File: src/rtl/div_sequencer.sv
// div_sequencer: multi-cycle integer divide/remainder unit for the EX stage.
// Runs a restoring shift-subtract divider, one quotient bit per cycle, MSB first.
// Divide-by-zero and signed overflow skip the iteration and finish in one cycle.
//
// Ports:
//   clk_i      : clock, all state updates on the rising edge
//   rst_i      : synchronous active-high reset
//   start_i    : EX holds a valid divide/remainder instruction
//   op_i       : 00 DIV, 01 DIVU, 10 REM, 11 REMU
//   dividend_i : operand 1 (rs1)
//   divisor_i  : operand 2 (rs2)
//   kill_i     : EX flush, aborts any operation
//   busy_o     : combinational stall request to the pipeline controller
//   valid_o    : result_o valid this cycle
//   result_o   : registered quotient or remainder
module div_sequencer #(
   parameter int unsigned DWIDTH = 32
) (
   input  logic              clk_i,
   input  logic              rst_i,
   input  logic              start_i,
   input  logic [1:0]        op_i,
   input  logic [DWIDTH-1:0] dividend_i,
   input  logic [DWIDTH-1:0] divisor_i,
   input  logic              kill_i,
   output logic              busy_o,
   output logic              valid_o,
   output logic [DWIDTH-1:0] result_o
);

   localparam int unsigned CW = $clog2(DWIDTH) + 1;
   localparam logic [DWIDTH-1:0] MOST_NEG = {1'b1, {(DWIDTH-1){1'b0}}};

   typedef enum logic [1:0] {
      IDLE = 2'd0,
      BUSY = 2'd1,
      DONE = 2'd2
   } state_t;

   state_t state_q, state_d;

   logic [DWIDTH-1:0] quo_q, rem_q, dsr_q, result_q;
   logic [CW-1:0]     cnt_q;
   logic              neg_quo_q, neg_rem_q, is_rem_q;

   // Accept-time decode
   logic              accept, special;
   logic              is_signed, is_rem_op, a_neg, b_neg, div_zero, overflow;
   logic [DWIDTH-1:0] a_abs, b_abs, special_res;

   // One restoring step
   logic [DWIDTH:0]   partial, diff;
   logic              ge;
   logic [DWIDTH-1:0] rem_step, quo_step, quo_fix, rem_fix;

   always_comb begin
      is_signed   = ~op_i[0];
      is_rem_op   = op_i[1];
      a_neg       = is_signed & dividend_i[DWIDTH-1];
      b_neg       = is_signed & divisor_i[DWIDTH-1];
      a_abs       = a_neg ? (DWIDTH'(0) - dividend_i) : dividend_i;
      b_abs       = b_neg ? (DWIDTH'(0) - divisor_i) : divisor_i;
      div_zero    = (divisor_i == '0);
      overflow    = is_signed & (dividend_i == MOST_NEG) & (divisor_i == '1);
      special     = div_zero | overflow;
      accept      = (state_q == IDLE) & start_i & ~kill_i & ~rst_i;
      // Divide by zero: quotient all-ones, remainder is the dividend.
      // Overflow: quotient most-negative, remainder zero.
      if (div_zero) special_res = is_rem_op ? dividend_i : '1;
      else          special_res = is_rem_op ? '0 : MOST_NEG;
   end

   // Shift in the next dividend bit and subtract if the divisor fits.
   always_comb begin
      partial  = {rem_q, quo_q[DWIDTH-1]};
      diff     = partial - {1'b0, dsr_q};
      ge       = ~diff[DWIDTH];
      rem_step = ge ? diff[DWIDTH-1:0] : partial[DWIDTH-1:0];
      quo_step = {quo_q[DWIDTH-2:0], ge};
      quo_fix  = neg_quo_q ? (DWIDTH'(0) - quo_step) : quo_step;
      rem_fix  = neg_rem_q ? (DWIDTH'(0) - rem_step) : rem_step;
   end

   // State register
   always_ff @(posedge clk_i) begin
      if (rst_i) state_q <= IDLE;
      else       state_q <= state_d;
   end

   // Next state and combinational handshake outputs
   always_comb begin
      state_d = state_q;
      busy_o  = 1'b0;
      valid_o = 1'b0;
      case (state_q)
         IDLE: begin
            if (accept) begin
               busy_o  = 1'b1;
               state_d = special ? DONE : BUSY;
            end
         end
         BUSY: begin
            busy_o = 1'b1;
            if (cnt_q == CW'(1)) state_d = DONE;
         end
         DONE: begin
            valid_o = 1'b1;
            state_d = IDLE;
         end
         default: state_d = IDLE;
      endcase
      // Flush wins over everything and suppresses both handshakes.
      if (kill_i) begin
         state_d = IDLE;
         busy_o  = 1'b0;
         valid_o = 1'b0;
      end
      if (rst_i) begin
         busy_o  = 1'b0;
         valid_o = 1'b0;
      end
   end

   // Datapath: operand latch at accept, one step per BUSY cycle, result on finish
   always_ff @(posedge clk_i) begin
      if (rst_i) begin
         quo_q     <= '0;
         rem_q     <= '0;
         dsr_q     <= '0;
         cnt_q     <= '0;
         result_q  <= '0;
         neg_quo_q <= 1'b0;
         neg_rem_q <= 1'b0;
         is_rem_q  <= 1'b0;
      end else if (accept) begin
         if (special) begin
            result_q <= special_res;
         end else begin
            quo_q     <= a_abs;
            rem_q     <= '0;
            dsr_q     <= b_abs;
            cnt_q     <= CW'(DWIDTH);
            neg_quo_q <= a_neg ^ b_neg;
            neg_rem_q <= a_neg;
            is_rem_q  <= is_rem_op;
         end
      end else if ((state_q == BUSY) && !kill_i) begin
         quo_q <= quo_step;
         rem_q <= rem_step;
         cnt_q <= cnt_q - CW'(1);
         if (cnt_q == CW'(1)) result_q <= is_rem_q ? rem_fix : quo_fix;
      end
   end

   assign result_o = result_q;

endmodule

File: config.mk
export PLATFORM = sky130hd
export DESIGN_NAME = div_sequencer
export DESIGN_NICKNAME = d
export VERILOG_FILES = /design/src/rtl/div_sequencer.sv
export SDC_FILE = /design/constraint.sdc
export NUM_CORES = 1
export LEC_CHECK = 0
export CORE_MARGIN = 2
export CORE_UTILIZATION = 55
export CTS_BUF_LIST = sky130_fd_sc_hd__clkbuf_8 sky130_fd_sc_hd__clkbuf_16
export CTS_CLUSTER_SIZE = 25
export DETAILED_ROUTE_END_ITERATION = 6
export HOLD_SLACK_MARGIN = 0.1
export PLACE_DENSITY = 0.87
export REMOVE_ABC_BUFFERS = 1
export SLEW_MARGIN = 5
export SYNTH_ARGS = -nofsm -noshare
export SYNTH_HDL_FRONTEND = slang
export SYNTH_SLANG_ARGS = --single-unit
File: constraint.sdc
create_clock -name clk_i -period 7.05 [get_ports clk_i]
set_input_delay 2.115 -clock clk_i [delete_from_list [all_inputs] [get_ports clk_i]]
set_output_delay 2.115 -clock clk_i [all_outputs]
set_load 0.01 [all_outputs]
==> results.json, run 1 <==
{
  "cts_root_buf": "clkbuf_16",
  "power.total_mw": 2.55,
  "hp-class": "reg2reg",
  "via_per_inst": 6.53,
  "ctsHoldBuffers": 0,
  "finalNonFillerCells": 1947,
  "htree_levels": 4,
  "cp_cell_sequence": "clkdlybuf4s50_1, or4_4, or4_4, or4b_4, or4_4, or4_4, o21ai_4, a21oi_1, nand2_1, a21oi_1, a211oi_1, o21ai_0",
  "leakage_nw": 4.84,
  "regArea_mm2": 0.00278,
  "critPathMostFrequentCell": "or4_4",
  "cts_resized": 0,
  "critPathRequiredTime_ns": 7.33,
  "vdd_drop_max_mv": 0.175,
  "async_reset_ff_frac": 0,
  "drv_slew": 0,
  "grt_pass1_wl_mm": 58.8,
  "syn_area_mm2": 0.0116,
  "cts_tree": "done",
  "crit_family": "simple AND/OR/NAND/NOR gates",
  "clock_path_buffers": 2,
  "setup_slack_ns": 0.799,
  "drive_gt1_frac": 0.0508,
  "dr.pass1.iters": 6,
  "drt_iter0_markers": 1466,
  "setup_tns_ns": 0,
  "vias": 12700,
  "ant_nets": 0,
  "synth_common_cells": "nor2_1 (208), nand2_1 (154), dfxtp_1 (139)",
  "multi_input_area_mm2": 0.00822,
  "grt.overflow.total": 0,
  "ys_ff_latch": 139,
  "status": "finished clean",
  "track_usage": 0.327,
  "slew_headroom": 0.240,
  "rsz0062_at_grt": "no",
  "cts_num_sinks": 139,
  "synth_cell_types": 75,
  "dp_hpwl_mm": 27.0,
  "synthTopCellsByArea": "dfxtp_1 (24%), nor2_1 (6.7%), xnor2_1 (5.7%)",
  "cp_max_fo": 14,
  "nNetsFinal": 1769,
  "crit_path_max_incr_delay_ns": 0.60,
  "fin_crit_ns": 6.25,
  "wl_per_cell_um": 18.9,
  "finalSetupViolCount": 0,
  "initial_core_util": 0.556,
  "slowest_stage": "or4_4",
  "die_w_um": 149,
  "fp-row-count": 53,
  "final.setup_skew_ns": 0.0127,
  "worstSetupPathType": "in2reg",
  "fmax_mhz": 160,
  "crit_buf_inv": 1,
  "numCtsBuffers": 17,
  "syn_inst": 1618,
  "core_area_mm2": 0.0209,
  "synth_top_cell_by_area": "dfxtp_1",
  "arrival_ns": 6.53,
  "dpl_worst_slack_ns": 0.543,
  "fillers": 1815,
  "ys_seq_area_frac": 0.239,
  "io_buffer_count": 103,
  "maxCapViolCount": 0,
  "grt_pass1_vias": 11600,
  "area_growth_pct": 14.8,
  "final_cell_area_mm2": 0.0133,
  "clkLatencyLatePin_ns": 0.43,
  "die_h_um": 149,
  "antenna_found_initial": 0,
  "startpoint_type": "input port",
  "ys.flop_type": "dfxtp_1",
  "cts_setup_buffers": 0,
  "drt-total-wl_mm": 36.8,
  "synth_edf_count": 0,
  "ys_warn_count": 0,
  "clk_pin_slew_ns": 0.06,
  "detailed_place.area_mm2": 0.0128,
  "grt_max_degree": 97,
  "drc": 0,
  "yosysMostFrequentCell": "nor2_1",
  "gp_congestion": 0.938,
  "pin_count": 104,
  "die-area_mm2": 0.0223,
  "worst_setup_path_end_kind": "register",
  "fin_crit_sh": 0.887,
  "num_antenna_cells": 0,
  "avgSynthCellArea_um2": 7.18,
  "synth_top_area_share": 0.239,
  "dp_cells": 1915,
  "pwr_density_cell_mw_per_mm2": 191,
  "worst_pin_slew_ns": 1.14,
  "hold_violations": 0
}
-- sequential cells by signal, indices dropped and copies added, names as in the netlist --
register   cells
dsr_q         32
quo_q         32
rem_q         32
result_o      32
cnt_q          6
state_q        2
is_rem_q       1
neg_quo_q      1
neg_rem_q      1
-- final cells by class --
class / count / share of cell area
inverter: 53 / 0.0149
timing repair buffer: 127 / 0.0925
multi-input combinational: 1321 / 0.616
sequential: 139 / 0.209
tap: 275 / 0.0258
clock buffer: 18 / 0.0329
clock inverter: 14 / 0.00928
-- layout by cell type (no fill, tap or decap), types with 5 or more instances in the layout --
cell,n
a21boi_0,9
mux2_2,7
o41ai_1,18
ha_1,39
a31oi_1,31
nand4_1,17
o21a_1,17
nor3_1,33
xor2_1,39
inv_1,54
nand3b_1,6
o31a_1,7
nor2b_1,12
buf_4,23
o211ai_1,40
clkbuf_16,17
nand2b_1,17
nand3_1,32
a21oi_1,131
a311oi_1,14
or3_1,24
or2_2,6
and3_1,11
clkdlybuf4s50_1,102
o21ai_0,111
xnor2_1,76
nor2_1,207
a211oi_1,62
and2_1,17
nand2_1,153
o22ai_1,5
or4_1,14
nor4_1,15
a2111oi_0,6
a21o_1,20
dfxtp_1,139
mux2i_1,29
o31ai_1,26
-- tightest hold or removal path, cell delays in order, from the launching register on --
cell,delay [ns]
dfxtp_1,0.31
nand2_1,0.06
a21oi_1,0.05
-- per-layer routing --
layer,part of all wire,GRT usage
met3,0.079,0.0474
met2,0.47,0.539
met1,0.42,0.431
met5,0,0
met4,0.037,0.127
-- path summary, 6_finish.rpt --
check | from | to | slack, ns | depth (start not counted)
max reg2reg | quo_q[31] | result_o[30] | 1.30 | 21
min reg2reg | dsr_q[31] | dsr_q[31] | 0.46 | 2
min | dsr_q[31] | dsr_q[31] | 0.46 | 2
max | divisor_i[14] | result_o[27] | 0.80 | 12
-- stage by stage --
stage,hold slack [ns],util
global placement,0.441,0.612
floorplan,0.426,-
detailed placement,0.450,0.612
finish,0.463,0.639
global route,0.483,0.639
CTS,0.463,0.639
-- logic make-up (layout without fill, tap and decap cells) --
logic type / Yosys count / in the layout / synth area share
compound gates: 544 / 544 / 0.307
xor+xnor: 115 / 115 / 0.0867
fa+ha+maj: 40 / 40 / 0.0437
buf+inv: 158 / 212 / 0.0536
flops: 139 / 139 / 0.239
mux: 36 / 36 / 0.0318
simple gates: 586 / 586 / 0.238
-- power breakdown --
group	switching (mW)	internal, mW
clock network	0.375	0.495
logic	0.544	0.319
registers	0.0163	0.804
total	0.935	1.62
Power figures use the tool's default switching activity.
==> inputs of run 2 (changes only) <==
- REMOVE_ABC_BUFFERS: 1 -> default
==> run 2 against run 1 <==
Largest power group unchanged. Highest routed layer unchanged. Largest cell class unchanged. Die area unchanged. Non-clock buffer count unchanged. First-iteration DRC count up 2.2%.
==> results.json, run 2 (synthesis gave the netlist of run 1 again) <==
{
  "status": "finished clean",
  "grt_pass1_vias": 11900,
  "track_usage": 0.327,
  "grt.overflow.total": 0,
  "cts_num_sinks": 139,
  "die-area_mm2": 0.0223,
  "worstSetupPathType": "in2reg",
  "fp-row-count": 53,
  "dpl_worst_slack_ns": 0.439,
  "clock_path_buffers": 2,
  "hold_violations": 0,
  "numCtsBuffers": 17,
  "fmax_mhz": 160,
  "die_w_um": 149,
  "finalSetupViolCount": 0,
  "final_common_cell": "nor2_1",
  "io_buffer_count": 103,
  "crit_buf_inv": 3,
  "dp_cells": 1915,
  "vias": 12700,
  "worst_pin_slew_ns": 1.13,
  "detailed_place.area_mm2": 0.0128,
  "crit_family": "simple AND/OR/NAND/NOR gates",
  "drt-total-wl_mm": 36.9,
  "rsz0062_at_grt": "no",
  "clk_pin_slew_ns": 0.06,
  "dr.pass1.iters": 6,
  "grt_pass1_wl_mm": 59.0,
  "grt_max_degree": 97,
  "final_cell_area_mm2": 0.0134,
  "vdd_drop_max_mv": 0.188,
  "slowest_stage": "or4_4",
  "fin_hold_ws_ns": 0.466,
  "ant_nets": 0,
  "cp_max_fo": 31,
  "htree_levels": 4,
  "wl_per_cell_um": 19.0,
  "dp_hpwl_mm": 26.9,
  "critPathMostFrequentCell": "or4_4",
  "layout.cells.most_common_list": "nor2_1 (207), nand2_1 (153), dfxtp_1 (139)",
  "setup_slack_ns": 0.799,
  "setup_tns_ns": 0,
  "area_growth_pct": 15.3,
  "worst_setup_path_end_kind": "register",
  "drc": 0,
  "cts_setup_buffers": 0,
  "maxCapViolCount": 0,
  "arrival_ns": 6.60,
  "antenna_found_initial": 0,
  "leakage_nw": 4.87,
  "ctsHoldBuffers": 0,
  "synth_nets": 1728,
  "cts_root_buf": "clkbuf_16",
  "critPathRequiredTime_ns": 7.40,
  "num_antenna_cells": 0,
  "fin_crit_sh": 0.887,
  "slew_headroom": 0.240,
  "clkLatencyLatePin_ns": 0.44,
  "initial_core_util": 0.556,
  "hp-class": "reg2reg",
  "via_per_inst": 6.55,
  "cts_tree": "done",
  "drive_gt1_frac": 0.0503,
  "core_area_mm2": 0.0209,
  "pin_count": 104,
  "fin_crit_ns": 6.25,
  "finalNonFillerCells": 1946,
  "pwr_density_cell_mw_per_mm2": 197,
  "nNetsFinal": 1769,
  "crit_path_max_incr_delay_ns": 0.60,
  "startpoint_type": "input port",
  "cts_resized": 0,
  "gp_congestion": 0.965,
  "drt_iter0_markers": 1498,
  "die_h_um": 149,
  "final.setup_skew_ns": 0.0101,
  "cp_cell_sequence": "clkdlybuf4s50_1, or4_4, or4_4, or4b_4, or4_4, or4_4, o21ai_4, nor2_1, nor2_2, buf_12, buf_4, nand2_1, a21oi_1",
  "drv_slew": 0
}
[run 2: power by group]
part / leakage (nW) / switching (mW) / internal, mW / total [mW]
sequential: 1.12 / 0.0162 / 0.804 / 0.820
combinational: 3.44 / 0.543 / 0.320 / 0.863
clock: 0.299 / 0.371 / 0.581 / 0.952
total: 4.87 / 0.930 / 1.71 / 2.64
[run 2: through the flow]
step / utilization / total power, mW
after floorplan: - / 1.42
after global placement: 0.612 / 1.65
after detailed placement: 0.612 / 1.66
after CTS: 0.641 / 2.61
after global routing: 0.641 / 2.74
final: 0.641 / 2.64
[run 2: layout make-up]
type / instances / area [um2]
clock inverter: 11 / 145
inverter: 53 / 199
fill: 1800 / 7500
sequential: 139 / 2780
multi-input combinational: 1321 / 8220
tap: 275 / 344
timing repair buffer: 127 / 1230
clock buffer: 20 / 467
[run 2: final timing paths]
kind                       from  slack [ns]  cells past startpoint           end
hold reg to reg       dsr_q[13]        0.47                      2     dsr_q[13]
setup reg to reg      quo_q[31]        1.24                     20  result_o[30]
hold / removal        dsr_q[13]        0.47                      2     dsr_q[13]
setup / recovery  divisor_i[14]        0.80                     13     quo_q[11]
[run 2: tightest hold or removal path, delay by kind of cell, from the launching register on]
| kind | cells | cell delay, ns |
|---|---|---|
| flip-flops | 1 | 0.29 |
| buffers and inverters | 1 | 0.06 |
| AO/OA/AOI/OAI | 1 | 0.06 |
[run 2: metal layers]
metal  vias up  track usage  wire length, um
li1       6022            -                -
met1      5929        0.414            15200
met2       656        0.536            17300
met3       136       0.0529             2740
met4         0        0.170             1740
met5         -            0                0
